--- config.mk ---
export PLATFORM = sky130hd
export DESIGN_NAME = vga_sync_gen
export DESIGN_NICKNAME = d
export VERILOG_FILES = /design/src/rtl/vga_sync_gen.sv
export SDC_FILE = /design/constraint.sdc
export NUM_CORES = 1
export LEC_CHECK = 0
export BUFFER_PORTS_ARGS = -buffer_cell sky130_fd_sc_hd__buf_2
export CORE_ASPECT_RATIO = 0.6
export CORE_UTILIZATION = 35
export DETAILED_ROUTE_END_ITERATION = 6
export PLACE_DENSITY = 0.61
export SLEW_MARGIN = 20
export SYNTH_ARGS = -nofsm -noshare
export SYNTH_HDL_FRONTEND = slang
export SYNTH_SLANG_ARGS = --single-unit
--- constraint.sdc ---
create_clock -name clk -period 4 [get_ports clk]
set_clock_uncertainty 0.2 [all_clocks]
set_input_delay 0.2 -clock clk [delete_from_list [all_inputs] [get_ports clk]]
set_output_delay 0.2 -clock clk [all_outputs]
set_load 0.02 [all_outputs]
--- src/rtl/vga_sync_gen.sv ---
// vga_sync_gen
//   Free-running VGA timing generator. A clock divider produces a pixel tick
//   every CLK_DIV clk cycles. Each tick advances a horizontal/vertical
//   position counter. Sync and blanking outputs are decoded from the
//   next-state position and registered, so they change on the same clk edge
//   as the position outputs.
//
// Ports
//   clk          system clock, rising edge
//   rst_n        asynchronous active-low reset
//   en           advance enable; low freezes every counter and output
//   pixel_tick   one-clk pulse on cycles where the position advances at the next edge
//   pixel_x      current horizontal count, 0..H_TOTAL-1
//   pixel_y      current vertical count, 0..V_TOTAL-1
//   hsync        horizontal sync, SYNC_POL polarity
//   vsync        vertical sync, SYNC_POL polarity
//   video_on     inside the visible window
//   frame_start  one-clk pulse in the cycle after position (0,0) is entered
module vga_sync_gen #(
  parameter int H_DISPLAY = 640,
  parameter int H_FRONT   = 16,
  parameter int H_SYNC    = 96,
  parameter int H_BACK    = 48,
  parameter int V_DISPLAY = 480,
  parameter int V_FRONT   = 10,
  parameter int V_SYNC    = 2,
  parameter int V_BACK    = 33,
  parameter int CLK_DIV   = 2,
  parameter bit SYNC_POL  = 1'b0
) (
  input  logic       clk,
  input  logic       rst_n,
  input  logic       en,
  output logic       pixel_tick,
  output logic [9:0] pixel_x,
  output logic [9:0] pixel_y,
  output logic       hsync,
  output logic       vsync,
  output logic       video_on,
  output logic       frame_start
);

  localparam int H_TOTAL = H_DISPLAY + H_FRONT + H_SYNC + H_BACK;
  localparam int V_TOTAL = V_DISPLAY + V_FRONT + V_SYNC + V_BACK;

  localparam logic [9:0] H_LAST   = 10'(H_TOTAL - 1);
  localparam logic [9:0] V_LAST   = 10'(V_TOTAL - 1);
  localparam logic [9:0] H_VIS    = 10'(H_DISPLAY);
  localparam logic [9:0] V_VIS    = 10'(V_DISPLAY);
  localparam logic [9:0] HS_FIRST = 10'(H_DISPLAY + H_FRONT);
  localparam logic [9:0] HS_LAST  = 10'(H_DISPLAY + H_FRONT + H_SYNC - 1);
  localparam logic [9:0] VS_FIRST = 10'(V_DISPLAY + V_FRONT);
  localparam logic [9:0] VS_LAST  = 10'(V_DISPLAY + V_FRONT + V_SYNC - 1);

  localparam int             DW       = (CLK_DIV > 1) ? $clog2(CLK_DIV) : 1;
  localparam logic [DW-1:0]  DIV_LAST = DW'(CLK_DIV - 1);

  logic [DW-1:0] div_q, div_d;
  logic [9:0]    h_q, h_d;
  logic [9:0]    v_q, v_d;
  logic          hsync_q, hsync_d;
  logic          vsync_q, vsync_d;
  logic          video_q, video_d;
  logic          fstart_q, fstart_d;
  logic          tick;

  always_comb begin
    tick     = en && (div_q == DIV_LAST);
    div_d    = div_q;
    h_d      = h_q;
    v_d      = v_q;

    if (en) begin
      div_d = (div_q == DIV_LAST) ? '0 : div_q + DW'(1);
    end

    // Vertical count only moves on the tick that wraps the line.
    if (tick) begin
      if (h_q == H_LAST) begin
        h_d = '0;
        v_d = (v_q == V_LAST) ? '0 : v_q + 10'd1;
      end else begin
        h_d = h_q + 10'd1;
      end
    end

    // Decoding the next-state counts keeps these aligned with pixel_x/y.
    hsync_d  = ((h_d >= HS_FIRST) && (h_d <= HS_LAST)) ? SYNC_POL : ~SYNC_POL;
    vsync_d  = ((v_d >= VS_FIRST) && (v_d <= VS_LAST)) ? SYNC_POL : ~SYNC_POL;
    video_d  = (h_d < H_VIS) && (v_d < V_VIS);
    fstart_d = tick && (h_d == '0) && (v_d == '0);
  end

  always_ff @(posedge clk or negedge rst_n) begin
    if (!rst_n) begin
      div_q    <= '0;
      h_q      <= H_LAST;
      v_q      <= V_LAST;
      hsync_q  <= ~SYNC_POL;
      vsync_q  <= ~SYNC_POL;
      video_q  <= 1'b0;
      fstart_q <= 1'b0;
    end else begin
      div_q    <= div_d;
      h_q      <= h_d;
      v_q      <= v_d;
      hsync_q  <= hsync_d;
      vsync_q  <= vsync_d;
      video_q  <= video_d;
      fstart_q <= fstart_d;
    end
  end

  assign pixel_tick  = tick;
  assign pixel_x     = h_q;
  assign pixel_y     = v_q;
  assign hsync       = hsync_q;
  assign vsync       = vsync_q;
  assign video_on    = video_q;
  // Frame pulse is suppressed while frozen so a stalled frame start never
  // appears to last more than one active cycle.
  assign frame_start = fstart_q & en;

endmodule

==> results.ini <==
[worst_setup_path]
slowest_stage = dfstp_2
timing.rr.start = pixel_x[0]
cp.required_ps = 3990
path_cells = ha_1 -> or4b_4 -> or4_4 -> or4_4 -> xnor2_1 -> and4b_1 -> a211oi_1
worstSetupEndpointType = register
cp_num_buf_inv = 0
slowest_delay_ps = 590
path_delay_family = simple AND/OR/NAND/NOR gates
cp_max_fo = 10
crit_arrival_ps = 3280
reg2reg_slack_ps = 710
reg2regPathDepth = 7
reg2reg_to = video_on
path_class = register to register
crit_top_cell = or4_4
worstSetupStartpointType = register

[pwr]
clkPwrFrac_pct = 22.4
p_leak_uw = 0.000746
power_frac_comb_pct = 27.1
p_int_uw = 442
power_frac_seq_pct = 50.5
switching_share_pct = 35.3
switchingPower_uw = 240
ir_worst_vdd_v = 0.000266
power.density_nw_per_um2 = 385

[placement]
placed_cells = 243
numPortBuffers = 27
dpl_cell_area_um2 = 1700
dp_hpwl_um = 2770
gp_congestion = 0.831

[clocking]
cts-root-buf = clkbuf_8
clk-insertion-delay-late_ps = 270
clk_pin_slew_ps = 90
cts_num_sinks = 25
cts_setup_buffers = 0
cts_buffers = 3
clockBufferDepth = 2
h-tree-depth = 1
cts_tree = built

[timing]
max_freq_mhz = 304
final-setup-viol-count = 0
period_needed_ps = 3290
maxSlewHeadroom_pct = 63.6
finalMaxSlewViolations = 0
tightest_slew_ps = 542
rsz0062_at_grt = no
fin_crit_sh_pct = 82.4
fin_tns_setup_ps = 0
hold_viol_final = 0

[logic_synthesis]
synth.area.top_cells = dfrtp_1 22%, dfstp_2 21%, nand2_1 3.7%
synth_edf_count = 0
synth.distinct_cells = 46
synth_area_leader_cell = dfrtp_1
synth-seq-cells = 25
synth.avg_cell_area_um2 = 9.49
ys_seq_area_share_pct = 42.5
synth_commonest_cells = 15 x nand2_1, 13 x dfrtp_1, 12 x dfstp_2, 11 x nand3_1, 11 x nor2_1
synthFlopType = dfrtp_1
synth_cells = 159
ys_async_sr_fraction_pct = 100
synth_top_area_share_pct = 21.6
ys.warnings.count = 0
synth_most_common_cell = nand2_1
syn_area_um2 = 1510
syn_nets = 165

[routing]
wl_per_cell_um = 14.6
first_iter_violations = 99
dr.pass1.iters = 4
viasPerCell = 5.36
ant_nets = 0
wirelength_um = 3650
vias = 1334
drc_errors = 0

[die]
dieHeight_um = 52.9
core-area_um2 = 4120
die-area_um2 = 4590
rows = 18
ioPinCount = 28
initial_core_util_pct = 36.6
die_w_um = 86.8

[global_route]
antenna_found_initial = 0
grt_start_max_net_pins = 26
grt_first_pass_wirelength_um = 6140
grt_overflow = 0
grt_use_total_pct = 18.1
grt_pass1_vias = 1187

[final_layout]
diodes = 0
fin_cells = 249
final_nets = 196
drive_above_1_share_pct = 28.0
stdcell_area_um2 = 1770
syn2layout_area_growth_pct = 17.5

[flow_run]
drv_cap = 0

[worst_hold_path]
min_path_type = primary input to asynchronous set/reset pin

[status]
status = finished, final reports clean

-- worst max path at each step --
stage	startpoint	endpoint	slack, ps	depth (start not counted)
detailed placement	pixel_x[0]	video_on	710	7
floorplan	pixel_x[0]	video_on	750	8
finish	pixel_x[0]	video_on	710	7
CTS	pixel_x[0]	video_on	700	7
global route	pixel_x[0]	video_on	540	7
global placement	pixel_x[0]	video_on	780	7
-- layout make-up --
| class | count | area [µm²] |
|---|---|---|
| clock inverters | 1 | 7.51 |
| multi-input cells | 124 | 823 |
| well taps | 60 | 75.1 |
| clock buffers | 3 | 41.3 |
| inverters | 6 | 22.5 |
| flip-flops and latches | 25 | 641 |
| repair buffers | 30 | 163 |
| fillers | 425 | 2350 |
-- repair_timing --
| item | in CTS | in global routing |
|---|---|---|
| hold buffers | 2 | 0 |
| endpoints found under the hold margin | 14 | 0 |
| endpoints found under the setup margin | 0 | 0 |
| gates resized for setup | 0 | 0 |
-- power groups by stage --
| stage | clock network [µW] | registers, µW | logic (µW) |
|---|---|---|---|
| 4_1_cts | 164 | 343 | 185 |
| 3_3_place_gp | 0 | 347 | 184 |
| 5_1_grt | 172 | 352 | 205 |
| 3_5_place_dp | 0 | 348 | 182 |
| 6_report | 153 | 344 | 185 |
| 2_1_floorplan | 0 | 370 | 101 |
-- placed cells by master (no fill, tap or decap), drive strengths merged, types with 2 or more instances in the layout --
cell	netlist	routed
a211oi	2	2
a21o	2	2
a21oi	4	4
a31oi	3	3
and3	4	4
and4b	2	2
buf	1	28
clkbuf	3	3
dfrtp	13	13
dfstp	12	12
dlygate4sd3	0	2
ha	3	3
inv	6	6
mux2i	2	2
nand2	16	16
nand3	11	11
nand4	6	6
nor2	11	11
nor3	6	6
nor4	2	2
o211ai	2	2
o21ai	9	9
o21bai	2	2
o31ai	3	3
or3	3	3
or4	3	3
or4b	3	3
xnor2	6	6
xor2	5	5
-- routing by layer --
layer / up-vias / wire length [µm] / GRT usage [%]
met5: - / 0 / 0
met4: 0 / 21 / 3.33
met3: 4 / 245 / 4.21
met2: 40 / 1420 / 23.3
met1: 641 / 1950 / 29.4
li1: 649 / - / -
-- metrics by stage --
stage                     util (%)  power [µW]  setup WS (ps)  hold WS, ps
final                         43.0         682            706          236
after global routing          43.0         729            544          300
after CTS                     43.0         693            698          253
after detailed placement      41.3         530            709         29.6
after global placement        41.3         531            784         28.7
after floorplan                  -         471            745         -296
-- cells by family (layout without fill, tap and decap cells) --
kind of cell             after synthesis  in the layout  synth area share [%]
adder cells (fa/ha/maj)                3              3                  2.49
XOR/XNOR                              11             11                  6.38
buffers and inverters                 10             40                  2.98
AND/OR/NAND/NOR                       75             75                  29.7
multiplexers                           3              3                  2.07
flip-flops                            25             25                  42.5
AO/OA/AOI/OAI                         32             32                  13.9
-- registers in the layout (all words and copies together), names as in the netlist --
register,count
fstart_q,1
hsync,1
video_on,1
vsync,1
pixel_y,10
pixel_x,10
div_q,1
No activity file was read; power rests on OpenSTA's default activity.
